<file path="src/rtl/bioz_afe_dtbpsdm_therm_dwa_encoder.sv">
// Clocked thermometer-to-binary encoder with bubble detection and DWA unit-element rotation.
// Define DTBPSDM_OVL_MON_EN to add the saturating full-scale overload monitor and ovl_flag port.
module bioz_afe_dtbpsdm_therm_dwa_encoder #(
   parameter int B         = 2,
   parameter int OVL_LIMIT = 8
) (
   input  logic                clk,
   input  logic                rst_n,
   input  logic                sample_en,
   input  logic [(2**B)-2:0]   therm,
   input  logic                mode,
   input  logic                dwa_en,
   output logic [B-1:0]        outp,
   output logic [B-1:0]        outn,
   output logic [(2**B)-2:0]   dac_sel,
   output logic                out_valid,
`ifdef DTBPSDM_OVL_MON_EN
   output logic                ovl_flag,
`endif
   output logic                bubble_err
);

   localparam int M     = (2**B) - 1;
   localparam int PTR_W = (M > 1) ? $clog2(M) : 1;

   if (B < 1 || B > 5 || OVL_LIMIT < 1 || OVL_LIMIT > 255) begin : g_bad_param
      $error("bioz_afe_dtbpsdm_therm_dwa_encoder: B or OVL_LIMIT out of range");
   end

   logic [B-1:0]     k_prio, k_pop, k;
   logic [M:0]       therm_x;
   logic             legal;
   logic [M-1:0]     mask, sel;
   logic [2*M-1:0]   rot_wide;
   logic [B:0]       ptr_sum;
   logic [PTR_W-1:0] ptr_q, ptr_d;
   logic [B-1:0]     outp_q, outn_q;
   logic [M-1:0]     dac_q;
   logic             valid_q, bub_q;

   always_comb begin
      k_prio = '0;
      k_pop  = '0;
      for (int i = 0; i < M; i++) begin
         if (therm[i]) k_prio = B'(i + 1);
         k_pop = k_pop + B'(therm[i]);
      end
   end

   assign k       = mode ? k_pop : k_prio;
   // A legal word is 2^j-1, so adding one carries cleanly past every set bit.
   assign therm_x = {1'b0, therm};
   assign legal   = ((therm_x + 1'b1) & therm_x) == '0;

   always_comb begin
      mask = '0;
      for (int i = 0; i < M; i++) mask[i] = (k > B'(i));
   end

   // Rotation modulo M: shift in a 2M-wide window and fold the overflow back down.
   assign rot_wide = {{M{1'b0}}, mask} << ptr_q;
   assign ptr_sum  = (B+1)'(ptr_q) + (B+1)'(k);

   always_comb begin
      sel   = mask;
      ptr_d = '0;
      if (dwa_en) begin
         sel = rot_wide[M-1:0] | rot_wide[2*M-1:M];
         if (ptr_sum >= (B+1)'(M)) ptr_d = PTR_W'(ptr_sum - (B+1)'(M));
         else                      ptr_d = PTR_W'(ptr_sum);
      end
   end

   // sample_en is a strobe with no back-pressure: every high cycle is captured,
   // and out_valid pulses for exactly the cycle after each capture.
   always_ff @(posedge clk or negedge rst_n) begin
      if (!rst_n) begin
         outp_q  <= '0;
         outn_q  <= '1;
         dac_q   <= '0;
         valid_q <= 1'b0;
         bub_q   <= 1'b0;
         ptr_q   <= '0;
      end else begin
         valid_q <= sample_en;
         if (sample_en) begin
            outp_q <= k;
            outn_q <= ~k;
            dac_q  <= sel;
            bub_q  <= ~legal;
            ptr_q  <= ptr_d;
         end
      end
   end

   assign outp       = outp_q;
   assign outn       = outn_q;
   assign dac_sel    = dac_q;
   assign out_valid  = valid_q;
   assign bubble_err = bub_q;

`ifdef DTBPSDM_OVL_MON_EN
   logic       full_scale;
   logic [7:0] ovl_cnt_q, ovl_cnt_d;
   logic       ovl_q;

   assign full_scale = (k == '0) || (k == B'(M));

   always_comb begin
      ovl_cnt_d = '0;
      if (full_scale) ovl_cnt_d = (ovl_cnt_q == 8'hFF) ? ovl_cnt_q : ovl_cnt_q + 8'd1;
   end

   always_ff @(posedge clk or negedge rst_n) begin
      if (!rst_n) begin
         ovl_cnt_q <= '0;
         ovl_q     <= 1'b0;
      end else if (sample_en) begin
         ovl_cnt_q <= ovl_cnt_d;
         ovl_q     <= (ovl_cnt_d >= 8'(OVL_LIMIT));
      end
   end

   assign ovl_flag = ovl_q;
`endif

endmodule

</file>
<file path="config.mk">
export PLATFORM = sky130hd
export DESIGN_NAME = bioz_afe_dtbpsdm_therm_dwa_encoder
export DESIGN_NICKNAME = d
export VERILOG_FILES = /design/src/rtl/bioz_afe_dtbpsdm_therm_dwa_encoder.sv
export SDC_FILE = /design/constraint.sdc
export NUM_CORES = 1
export LEC_CHECK = 0
export CORE_UTILIZATION = 31
export DETAILED_ROUTE_END_ITERATION = 6
export GPL_TIMING_DRIVEN = 0
export PLACE_DENSITY = 0.65
export SETUP_SLACK_MARGIN = 0.4
export SYNTH_ARGS = -nofsm -noshare
export SYNTH_HDL_FRONTEND = slang
export SYNTH_SLANG_ARGS = --single-unit
</file>
<file path="constraint.sdc">
create_clock -name clk -period 2.3 [get_ports clk]
set_input_delay 0.46 -clock clk [delete_from_list [all_inputs] [get_ports clk]]
set_output_delay 0.46 -clock clk [all_outputs]
set_load 0.1 [all_outputs]
</file>
# Word level (Yosys, flattened, before mapping)
# Cells that the tools add are included.
[totals]
ff_bits = 11
inputBits = 8
out_inout_bits = 9
word_cells = 28
[op_classes]
addsub = 5
order_cmp = 4
n_shift = 1
muxes = 7
bitwise = 4
n_reduce_logical = 1
[ops]
columns = ["cell", "n"]
rows = [
  ["$mux 2", 5],
  ["$shl 3x2->6", 1],
  ["$add 3x1->4 const B", 1],
  ["$and 4x3->4", 1],
  ["$gt 2x1->1 const B", 2],
  ["$logic_not 4->1", 1],
  ["$add 2x2->3", 1],
  ["$ge 3x2->1 const B", 1],
  ["$mux 3", 1],
  ["$or 3x3->3", 1],
  ["$add 1x1->2", 1],
  ["$add 2x1->2", 1],
  ["$gt 2x2->1 const B", 1],
  ["$not 2->2", 1],
  ["$sub 2x2->2 const B", 1],
  ["$mux 1", 1],
  ["$not 1->1", 1],
]

# Logic depth before layout (Yosys ltp)
[depth]
ltp_word = 8
ltp_mapped = 10
mapped_depth_nobuf = 10

# Worst setup path before layout
# OpenSTA, ideal clock, no wires.
[synth_path]
path_kind = "input port to flip-flop"
from = "in therm[0]"
to = "reg ptr_q[1]"
setup_ns = 0.131
arrival_ns = 2.589
required_ns = 2.169
slack_ns = -0.420
cell_stages = 9
path_buffers = 0
path_cell_list = "fa_1 > nor2b_4 > a21oi_4 > ha_1 > fa_1 > ha_1 > or3_1 > o2111ai_1 > o21ai_0"
[synth_between]
elab_chain_cells = 8
elab_cells_between_ends = 11
classes_between = "add/sub: 4; order compare: 1; mux: 6"
[synth_lines]
columns = ["item", "line_no", "source"]
rows = [
  ["start, declared", "10", "input logic [(2**B)-2:0] therm,"],
  ["parallel branches: the longest is 3 deep, another holds $add 1x1->2", "n/a", ""],
  ["$mux 2 (*)", "50", "assign k = mode ? k_pop : k_prio;"],
  ["net k[0]", "30", "logic [B-1:0] k_prio, k_pop, k;"],
  ["$add 2x2->3 (*)", "62", "assign ptr_sum = (B+1)'(ptr_q) + (B+1)'(k);"],
  ["$ge 3x2->1 or $sub 2x2->2 (tied branches)", "69", "if (ptr_sum >= (B+1)'(M)) ptr_d = PTR_W'(ptr_sum - (B+1)'(M));"],
  ["$mux 2 (*)", "69", ""],
  ["$mux 2 (*)", "67", "if (dwa_en) begin"],
  ["end signal, assigned", "91", "ptr_q <= ptr_d;"],
  ["end, declared", "36", "logic [PTR_W-1:0] ptr_q, ptr_d;"],
]
# Mark *: on every way through the listed nets, which the timed path passes.
# A chain may end at the register's enable or synchronous reset.

# Worst setup path in the final report
# Ends and elaborated chain as after synthesis.

==> summary.md <==
| Metric | Value |
|---|---|
| First-pass GRT wire length | approximately 2.2 mm |
| Pre-antenna DRT Iters | 3 |
| Vias | ~570 |
| CTS tree | built |
| Largest family of logic cells by synthesized area | compound AO/OA/AOI/OAI gates |
| Largest net degree at the start of global routing | 12 |
| Final Slew Violations | 0 |
| Starting Density | 0.3327 |
| Synth warn | 0 |
| Comb pwr share | 0.579 |
| Nets | slightly above 100 |
| Arrival time worst endpoint | 2.64 ns |
| Switch share | 0.4642 |
| Fraction of layout cells with a size suffix above 1 | 0.4000 |
| Worst-Margin Slew | 0.5473 ns |
| Initial DRC count | 1 |
| Register bit total from synthesis | 11 |
| Worst Path Required | roughly 2.5 ns |
| Status | finished with violations |
| Worst setup margin | -0.1912 ns |
| Row cnt | 16 |
| TNS Setup | -0.3335 ns |
| Horiz. Die Dim | around 48 um |
| Total of max-cap violations | 0 |
| Num ports | 17 |
| Synth Area in Compound Gates | 0.2030 |
| Post-route cell area | 940.9 um2 |
| DRT antenna net count | 0 |
| Internal Pwr Total | 513.3 uW |
| Critical path buffer and inverter count | 1 |
| Grt total ovfl | 0 |
| Vias in the first global route | 525 |
| Sequential share of power | 0.285 |
| Post-Synth Simple-Gate Area | 0.1670 |
| Failing checks | setup timing |
| Clk pwr share | 0.136 |
| Max FO, Critical Path | 3 |
| Die Y | 48.12 um |
| Final setup viols | 2 |
| Crit. End Element | flop |
| Critical Path Start Type | primary input |
| Max Clock Skew | 0.001367 ns |
| Post-Synth Adder-Cell Area | 0.09867 |
| Antenna diodes | 0 |
| H-Tree Depth | 1 |
| Critical path's largest stage delay | 0.60 ns |
| Port Buf Inserts | 15 |
| Rel. slew slack | 0.6369 |
| Core region area | 1982 um2 |
| DRC viols | 0 |
| Cell family with most CP delay | adder cells |
| Inserted Clock Buffers | 3 |
| Final hold vios | 0 |
| GP Congestion | 0.7404 |
| Leak Pwr | around 0.0004 uW |
| Synth Cell Area | 659.4 um2 |
| Post-Route WL | 1.350 mm |
| GRT Overall Usage | 0.1375 |
| Root buf cell | clkbuf_4 |
| VDD IR-drop max | 0.4956 mV |
| Post-Route Utilization | 0.4747 |
| Vias per cell | 4.829 |
| Post-synthesis xor/xnor area fraction | 0 |
| Detailed Place HPWL | roughly 970 um |
| Area post-placement | 850.8 um2 |
| Fin crit period | 2.491 ns |
| Worst slack, placed | -1.043 ns |
| Switch Pwr | 444.7 uW |
| Critical path class | primary input to flop |
| Cell variety after synth | 29 |
| CP max stage cell | fa_2 |
| Cells after synthesis | 66 |
| Seq/Total Area, Yosys | 0.4213 |
| Clock sink total | 11 |
| Wire per inst | 11.54 um |
| Critical-path cell list | buf_8, fa_2, nor2b_4, a21oi_4, ha_4, fa_1, ha_2, or3_1, o2111ai_1, o21ai_1 |
| Post-CTS Hold Buffers | 0 |
| Worst hold path class | flop to flop |
| Mean area per synthesized cell | 9.991 um2 |
| Clk buf depth | 2 |
| DIE AREA | 2316 um2 |
| Fmax | 401.4 MHz |
| Clock transition at path regs | 0.07 ns |
| Worst-Skew Late Latency | approximately 0.27 ns |
| Initial antenna violation count | 0 |
| Area Growth Syn to Fin | 42.69% |
| Tot Pwr | 958.0 uW |
| Unrepaired setup endpoints after global routing | yes |
| Synthesized net count | 78 |
| Final period util | 1.083 |
| Post-synthesis mux area share | 0.05123 |
| Power Density | 1018 nW/um2 |
[repair_timing]
action / in CTS / in global routing
gates cloned: 0 / 0
pin swaps: 7 / 0
buffers inserted: 4 / 1
endpoints found under the setup margin: 14 / 3
resized for setup: 47 / 1
[cell type report]
class	count	area, um2
well taps	27	33.78
clock buffers	4	26.28
fillers	188	1041
multi-input cells	47	367.9
repair buffers	20	196.4
flip-flops and latches	11	277.8
plain buffers	3	20.02
inverters	5	18.77
[sequential cells by signal, indices dropped and copies added (netlist names)]
| signal | count |
|---|---|
| bubble_err | 1 |
| ptr_q | 2 |
| outn | 2 |
| outp | 2 |
| out_valid | 1 |
| dac_sel | 3 |
[kinds of logic after synthesis]
group / Yosys count
AND/OR/NAND/NOR: 21
AO/OA/AOI/OAI: 19
flip-flops: 11
buffers and inverters: 8
adder cells (fa/ha/maj): 4
multiplexers: 3
[per-stage QoR]
step	instances	hold slack [ns]
after floorplan	66	0.1644
after global placement	108	0.4773
after detailed placement	108	0.4826
after CTS	116	0.4957
after global routing	117	0.5292
final	117	0.4989
[layer usage]
metal	vias to the layer above	global-route usage	part of all wire
met2	14	0.2216	0.45
met4	0	0.06667	0.010
met1	264	0.1874	0.50
met5	-	0	0
li1	285	-	-
met3	2	0.01111	0.034
[power groups by stage]
stage	Combinational, uW	Sequential, uW	Clock, uW
global route	598	278	145
detailed placement	506	271	0
finish	555	273	131
floorplan	210	447	0
CTS	557	274	138
global placement	489	270	0
[cell usage after synthesis, drive strengths merged]
cell / instances / area share
a211o: 1 / 0.015
a21oi: 7 / 0.076
a31o: 1 / 0.013
a31oi: 2 / 0.019
buf: 2 / 0.025
clkbuf: 1 / 0.0057
dfrtp: 9 / 0.34
dfstp: 2 / 0.080
fa: 2 / 0.061
ha: 2 / 0.038
inv: 5 / 0.028
mux2: 3 / 0.051
nand2: 2 / 0.011
nand2b: 1 / 0.0095
nand3: 1 / 0.0076
nand3b: 2 / 0.023
nor2: 9 / 0.051
nor2b: 2 / 0.030
nor3: 2 / 0.015
nor4: 1 / 0.0095
o2111ai: 1 / 0.013
o21ai: 4 / 0.030
o22ai: 1 / 0.0095
o32ai: 2 / 0.027
or3: 1 / 0.0095
[cell usage in the layout, fill, tap and decap left out, types with 2 or more instances in the layout]
cell type | netlist | routed
dfrtp_1 | 9 | 9
nand2_1 | 2 | 2
inv_1 | 5 | 5
mux2_2 | 3 | 3
clkdlybuf4s50_1 | 0 | 3
o21ai_1 | 0 | 2
buf_4 | 0 | 6
o32ai_1 | 2 | 2
clkdlybuf4s15_2 | 0 | 8
a31oi_1 | 2 | 2
clkbuf_4 | 0 | 3
nor3_1 | 2 | 2
buf_6 | 1 | 2
nor2_1 | 9 | 8
a21oi_1 | 5 | 5
o21ai_0 | 4 | 2
nand3b_1 | 2 | 2
dfstp_2 | 2 | 2
clkbuf_1 | 1 | 2
[worst paths after layout]
check / depth (start not counted) / end / startpoint / slack [ns]
worst max-delay path: 10 / ptr_q[1]$_DFFE_PN0P_ / therm[0] / -0.19
worst min-delay path: 2 / outn[0]$_DFFE_PN1P_ / outn[0]$_DFFE_PN1P_ / 0.50
max in group asynchronous: 1 / outn[1]$_DFFE_PN1P_ / rst_n / 1.45
worst min register to register: 2 / outn[0]$_DFFE_PN1P_ / outn[0]$_DFFE_PN1P_ / 0.50
min in group asynchronous: 1 / outp[1]$_DFFE_PN0P_ / rst_n / 0.51
worst max register to register: 6 / ptr_q[1]$_DFFE_PN0P_ / ptr_q[0]$_DFFE_PN0P_ / 0.37
[worst reg2reg max path, cell delays in order, from the launching register on]
cell	delay (ns)
dfrtp_1	0.44
ha_4	0.19
fa_1	0.47
ha_2	0.20
or3_1	0.35
o2111ai_1	0.08
o21ai_1	0.09
(Power assumes the default switching activity.)
